**src/rtl/add_seq_ctrl.sv**
```systemverilog
// add_seq_ctrl: byte-serial adder/subtractor with a valid/ready request and
// result handshake.
//
// A request is accepted in IDLE, then one 8-bit add slice walks the operands
// least-significant byte first, one byte per clock, with the slice carry
// registered between bytes. After XLEN/8 CALC edges the result is held in
// DONE until the consumer takes it.
//
// Build option: define ADD_SEQ_CTRL_FLAGS_EN to generate the N/Z/C/V flags.
// Without it the flag ports remain but are tied to 0. out_sum and the
// latency are the same in both builds.
module add_seq_ctrl #(
    parameter int XLEN = 32
) (
    input  logic            clk,
    input  logic            rst_n,
    input  logic            in_valid,
    output logic            in_ready,
    input  logic [XLEN-1:0] in_a,
    input  logic [XLEN-1:0] in_b,
    input  logic            in_sub,
    output logic            out_valid,
    input  logic            out_ready,
    output logic [XLEN-1:0] out_sum,
    output logic            out_n,
    output logic            out_z,
    output logic            out_c,
    output logic            out_v,
    output logic            busy
);

    // Number of byte slices, and the width of the byte index that walks them.
    localparam int NB = XLEN / 8;
    localparam int IW = (NB > 1) ? $clog2(NB) : 1;
    localparam logic [IW-1:0] LAST_IDX = IW'(NB - 1);

    typedef enum logic [1:0] {
        IDLE = 2'd0,
        CALC = 2'd1,
        DONE = 2'd2
    } state_t;

    state_t          r_state;
    state_t          w_state_next;

    // Latched request and the result under construction.
    logic [XLEN-1:0] r_a;
    logic [XLEN-1:0] r_b;
    logic            r_sub;
    logic [XLEN-1:0] r_sum;
    logic [IW-1:0]   r_idx;
    logic            r_carry;

    // Handshake / control decode.
    logic            w_in_ready;
    logic            w_out_valid;
    logic            w_busy;
    logic            w_accept;
    logic            w_step;
    logic            w_last;

    // Byte views of the latched operands and the per-byte write enables.
    logic [7:0]      w_a_bytes [NB];
    logic [7:0]      w_b_bytes [NB];
    logic [NB-1:0]   w_byte_we;

    // The single 8-bit slice.
    logic [7:0]      w_op_a;
    logic [7:0]      w_op_b;
    logic            w_cin;
    logic [8:0]      w_slice;
    logic [7:0]      w_slice_sum;
    logic            w_cout;

    // State register; reset aborts any operation in flight.
    always_ff @(posedge clk or negedge rst_n) begin
        if (!rst_n) begin
            r_state <= IDLE;
        end else begin
            r_state <= w_state_next;
        end
    end

    // Next-state logic and state-derived handshake outputs.
    always_comb begin
        w_state_next = r_state;
        w_in_ready   = 1'b0;
        w_out_valid  = 1'b0;
        w_busy       = 1'b1;
        w_accept     = 1'b0;
        w_step       = 1'b0;
        case (r_state)
            IDLE: begin
                w_in_ready = 1'b1;
                w_busy     = 1'b0;
                if (in_valid) begin
                    w_accept     = 1'b1;
                    w_state_next = CALC;
                end
            end
            CALC: begin
                w_step = 1'b1;
                if (w_last) begin
                    w_state_next = DONE;
                end
            end
            DONE: begin
                w_out_valid = 1'b1;
                if (out_ready) begin
                    w_state_next = IDLE;
                end
            end
            default: begin
                w_state_next = IDLE;
            end
        endcase
    end

    // in_ready is also held low while reset is asserted, so a request can
    // never appear to be accepted during reset.
    assign in_ready  = w_in_ready & rst_n;
    assign out_valid = w_out_valid;
    assign busy      = w_busy;

    assign w_last = (r_idx == LAST_IDX);

    // Split the latched operands into bytes and decode which result byte
    // the current CALC edge writes.
    generate
        for (genvar gi = 0; gi < NB; gi++) begin : g_bytes
            assign w_a_bytes[gi] = r_a[8*gi +: 8];
            assign w_b_bytes[gi] = r_b[8*gi +: 8];
            assign w_byte_we[gi] = w_step && (r_idx == IW'(gi));
        end
    endgenerate

    // Slice inputs: B is inverted for subtract, and the subtract "+1" enters
    // as the carry-in of byte 0; later bytes take the registered carry.
    assign w_op_a      = w_a_bytes[r_idx];
    assign w_op_b      = w_b_bytes[r_idx] ^ {8{r_sub}};
    assign w_cin       = (r_idx == '0) ? r_sub : r_carry;
    assign w_slice     = {1'b0, w_op_a} + {1'b0, w_op_b} + {8'd0, w_cin};
    assign w_slice_sum = w_slice[7:0];
    assign w_cout      = w_slice[8];

    // Operand latch: captured only on the accepting edge, later input
    // changes are ignored.
    always_ff @(posedge clk or negedge rst_n) begin
        if (!rst_n) begin
            r_a   <= '0;
            r_b   <= '0;
            r_sub <= 1'b0;
        end else if (w_accept) begin
            r_a   <= in_a;
            r_b   <= in_b;
            r_sub <= in_sub;
        end
    end

    // Byte index and inter-byte carry: restart on accept, advance per CALC edge.
    always_ff @(posedge clk or negedge rst_n) begin
        if (!rst_n) begin
            r_idx   <= '0;
            r_carry <= 1'b0;
        end else if (w_accept) begin
            r_idx   <= '0;
            r_carry <= 1'b0;
        end else if (w_step) begin
            r_idx   <= r_idx + 1'b1;
            r_carry <= w_cout;
        end
    end

    // Result register: cleared on accept, one byte filled per CALC edge,
    // otherwise held (so it stays stable throughout DONE).
    always_ff @(posedge clk or negedge rst_n) begin
        if (!rst_n) begin
            r_sum <= '0;
        end else if (w_accept) begin
            r_sum <= '0;
        end else begin
            for (int k = 0; k < NB; k++) begin
                if (w_byte_we[k]) begin
                    r_sum[8*k +: 8] <= w_slice_sum;
                end
            end
        end
    end

    assign out_sum = r_sum;

`ifdef ADD_SEQ_CTRL_FLAGS_EN
    // Carry into the MSB, carry out of the MSB and the zero flag are
    // captured on the edge that processes the last byte.
    logic r_cin_msb;
    logic r_cout_msb;
    logic r_zero;

    // Flag capture; cleared on accept so nothing stale survives a new request.
    always_ff @(posedge clk or negedge rst_n) begin
        if (!rst_n) begin
            r_cin_msb  <= 1'b0;
            r_cout_msb <= 1'b0;
            r_zero     <= 1'b0;
        end else if (w_accept) begin
            r_cin_msb  <= 1'b0;
            r_cout_msb <= 1'b0;
            r_zero     <= 1'b0;
        end else if (w_step && w_last) begin
            // Sum bit 7 = a7 ^ b7 ^ cin7, so cin7 falls out by XOR.
            r_cin_msb  <= w_op_a[7] ^ w_op_b[7] ^ w_slice_sum[7];
            r_cout_msb <= w_cout;
            r_zero     <= (w_slice_sum == 8'd0) && (r_sum[XLEN-9:0] == '0);
        end
    end

    assign out_n = r_sum[XLEN-1];
    assign out_z = r_zero;
    assign out_c = r_cout_msb;
    assign out_v = r_cin_msb ^ r_cout_msb;
`else
    assign out_n = 1'b0;
    assign out_z = 1'b0;
    assign out_c = 1'b0;
    assign out_v = 1'b0;
`endif

endmodule

```
**config.mk**
```make
export PLATFORM = sky130hd
export DESIGN_NAME = add_seq_ctrl
export DESIGN_NICKNAME = d
export VERILOG_FILES = /design/src/rtl/add_seq_ctrl.sv
export SDC_FILE = /design/constraint.sdc
export NUM_CORES = 1
export LEC_CHECK = 0
export ABC_AREA = 1
export CORE_MARGIN = 2
export CORE_UTILIZATION = 51
export DETAILED_ROUTE_END_ITERATION = 16
export GPL_TIMING_DRIVEN = 0
export MAX_ROUTING_LAYER = met4
export PLACE_DENSITY = 0.82
export SYNTH_ARGS = -nofsm -noshare
export SYNTH_HDL_FRONTEND = slang
export SYNTH_SLANG_ARGS = --single-unit
export TNS_END_PERCENT = 30
```
**constraint.sdc**
```tcl
create_clock -name clk -period 3.3 [get_ports clk]
set_clock_uncertainty 0.05 [all_clocks]
set_input_delay 0.99 -clock clk [delete_from_list [all_inputs] [get_ports clk]]
set_output_delay 0.99 -clock clk [all_outputs]
set_load 0.1 [all_outputs]
```
== Word level (Yosys, flattened, before mapping) ==
Index checks and enable logic that the tools add are counted.
Storage, ports and cells
  register bits: 102
  bits of input ports: 69
  word-level logic and storage cells: 63
Operators by class
  add/sub/neg operators: 3
  $lt $le $gt $ge: 1
  equality and inequality tests: 8
  muxes and demuxes: 26
  bitwise operators: 3
  reductions and logical operators: 12
Operators by type and width (count)
  $mux 8: 8
  $bmux 8 s2: 2
  $mux 32: 1
  $mux 2: 5
  $reduce_bool 2->1: 5
  $add 8x8->9: 1
  $add 9x1->9: 1
  $mux 1: 9
  $xor 8x8->8: 1
  $eq 2x2->1 const B: 3
  $ne 2x2->1 const B: 3
  $pmux 2 s3: 1
  $eq 2x1->1 const B: 2
  $logic_and 1x1->1: 4
  $logic_not 2->1: 2
  $ge 3x3->1 const B: 1
  $not 2->3: 1
  $reduce_and 3->1: 1
  $add 2x1->2 const B: 1
  $and 1x1->1: 1

== Depth between registers and ports, before layout ==
  depth after elaboration: 9
  gate-level depth with buffers: 19
  gate-level depth less buffers: 16

== Least setup slack after synthesis ==
Ideal clock, no wire load.
  path kind: reg2out
  start point: register r_state[0]
  end point: output in_ready
  arrival time: 2.391 ns
  required time: 2.260 ns
  path slack: -0.131 ns
  stages on the path, launching flop included: 4
  buffers on the path: 0
  cells stage by stage: dfrtp_1 > nor2_2 > inv_1 > nor2_1
Between the ends
  word-level cells in the longest chain between the ends: 3
Ends and longest elaborated chain
  start, declared: RTL line 43  | state_t r_state;
  start signal, assigned: RTL line 80  | r_state <= w_state_next;
  $logic_not 2->1: RTL line 92  | case (r_state)
  $mux 1: RTL line 92
  $and 1x1->1: RTL line 121  | assign in_ready = w_in_ready & rst_n;
  end, declared: RTL line 18  | output logic in_ready,
No other way between the ends.

== Worst setup path after layout ==
  start point: input rst_n
  end point: output in_ready
Between the ends
  word-level cells in the longest chain between the ends: 1
Ends and longest elaborated chain
  start, declared: RTL line 16  | input logic rst_n,
  $and 1x1->1: RTL line 121
No other way between the ends.

==> impl_metrics.toml <==
[floorplan]
io_pins = 108
die_area_um2 = 10540
rows = 36
die_w_um = 102.7
core_um2 = 9594
die_h_um = 102.7
start_util_pct = 51.73

[clock_tree]
clk_latency_ns = 0.37
cts_sinks = 102
post_cts_buffers = 0
cts-buffers-inserted = 9
clockBufferDepth = 2
root_buffer = "clkbuf_8"
path_clk_slew_ns = 0.10
hold_buffers = 0
cts_tree = "yes"
cts_max_level = 3

[global_routing]
grtUsageMet1_pct = 33.93
use_met2_pct = 40.77
grt.overflow.total = 0
grt_use_total_pct = 25.28
grt_max_degree = 60
use_met3_pct = 2.712
antenna_found_initial = 0
grt_pass1_vias = 4117
busiest_layer = "met2"
grt_pass1_wl_um = 19900

[cells_and_area]
layout_commonest_cell = "nand2_1"
num_antenna_cells = 0
areaGrowthSynthToFinish_pct = 28.64
fin_nets = 811
fillers = 797
final_cell_mix = "284 x nand2_1, 102 x dfrtp_1, 101 x clkdlybuf4s50_1"
drive_gt1_share_pct = 9.809

[detailed_routing]
ant_nets = 0
drc_errors = 0
dr.pass1.iters = 5
vias = 4402
vias_per_cell = 5.077
wl_per_cell_um = 14.34
drt_wl_total_um = 12430
dr.first_iter.drc_count = 262

[critical_path]
cp_max_fo = 45
worst_r2r_path_depth = 16
slowest_delay_ns = 0.55
r2r_start = "r_idx[0]"
required_ns = 2.26
path_cells = "buf_6 -> inv_1 -> nor2_2 -> clkdlybuf4s15_2"
r2r_end = "out_sum[14]"
crit_arrival_ns = 2.12
rrSetupSlack_ns = 0.23
cp_slowest_cell = "clkdlybuf4s15_2"
cp-end-kind = "output port"
critPathKind = "in -> out"
start_kind = "primary input"

[logic_synthesis]
synthesis.area_um2 = 4964
synth-seq-cells = 102
seq_area_frac_synth_pct = 51.42
syn_area_per_cell_um2 = 8.124
yosysWarnings = 0
synthDistinctLibCells = 33
synthCells = 611

[timing]
finalSetupViolations = 0
fmax_mhz = 316.6
min_period_over_period_pct = 95.71
hold_ws_ns = 0.4324
drv_slew = 0
worst_pin_slew_ns = 0.9858
hold_violations = 0
maxSlewHeadroom_pct = 34.07
layout_min_cycle_time_ns = 3.159
rsz0062_at_grt = "no"

[hold_path]
whs_path_depth = 2
holdCritStartpoint = "out_sum[1]"
worst_hold_path.endpoint = "out_sum[1]"
hp-class = "reg -> reg"

[status]
status = "complete, no violations"

[placed_design]
hpwl_um = 9263
globalplace.congestion = 0.8872
io_buffers = 103

[run]
maxCapViolCount = 0
==> per-stage QoR <==
step	setup slack, ns	util [%]	area, µm²	instances	TNS (ns)
after floorplan	0.3314	-	4977	614	0
after global placement	-3.949	64.36	6175	850	-248.20
after detailed placement	-0.6161	64.62	6200	851	-0.6161
after CTS	0.1188	66.55	6385	867	0
after global routing	0.01459	66.55	6385	867	0
final	0.1415	66.55	6385	867	0
==> synth_stat cells, drive strengths merged <==
cell type  number  area (µm²)
nand2         290        1119
dfrtp         102        2552
o21ai          45       240.2
nor2           40       152.6
buf            33       214.0
inv            27       101.3
o22ai          14       87.58
nand4          12       75.07
ha             11       137.6
nand3           9       55.05
xor2            9       78.83
a21oi           6       30.03
fa              2       40.04
nand3b          2       18.77
or2             2       12.51
a22o            1       8.760
a32oi           1       8.760
and2            1       6.260
clkbuf          1       5.000
conb            1       3.750
o22a            1       8.760
o31ai           1       7.510
==> cells by family after synthesis <==
group                      count (synthesis)  synth area share [%]
AOI/OAI and AO/OA                         69                 7.890
xor gates and xnor gates                   9                 1.588
adders and majority gates                 13                 3.580
buffers and inverters                     61                 6.453
DFF                                      102                 51.42
other                                      1               0.07555
and+or+nand+nor                          356                 28.99
==> how the worst max path moves through the flow <==
stage                          start           to  slack, ns  cells after the start
final                          rst_n     in_ready       0.14                      4
after global routing        r_idx[0]  out_sum[22]       0.01                     16
after CTS                      rst_n     in_ready       0.12                      4
after detailed placement       rst_n     in_ready      -0.62                      4
after global placement         rst_n     in_ready      -3.95                      4
after floorplan           r_state[0]     in_ready       0.33                      3
==> layout make-up <==
class,instances,area [µm²],area share (%)
clock buffers,10,137.6,2.156
inverters,27,101.3,1.587
clock inverters,6,42.54,0.6663
plain buffers,34,219.0,3.429
repair buffers,104,1061,16.62
multi-input cells,451,2105,32.96
flip-flops and latches,102,2552,39.98
well taps,133,166.4,2.606
==> registers in the layout, summed over array words and instances, names as in the netlist <==
| register | count |
|---|---|
| r_a | 32 |
| out_sum | 32 |
| r_carry | 1 |
| r_b | 32 |
| r_idx | 2 |
| r_state | 2 |
| r_sub | 1 |
==> routing by layer <==
metal  part of all wire, %  up-vias  routed length, µm
li1                      -     2157                  -
met1                    44     2047               5532
met2                    48      172               5998
met3                   5.3       26                658
met4                   2.0        0                244
met5                     0        -                  0
==> timing repair <==
action,in CTS,in global routing
setup endpoints to repair,1,6
pin swaps,0,0
resized for setup,4,1
==> worst max-delay path, delay by kind of cell <==
kind,cells,cell delay [ns]
and+or+nand+nor,1,0.11
buffers and inverters,3,0.98
Power is not shown: default switching activity piles up to over one toggle a cycle in this logic, so the estimate is an artifact.
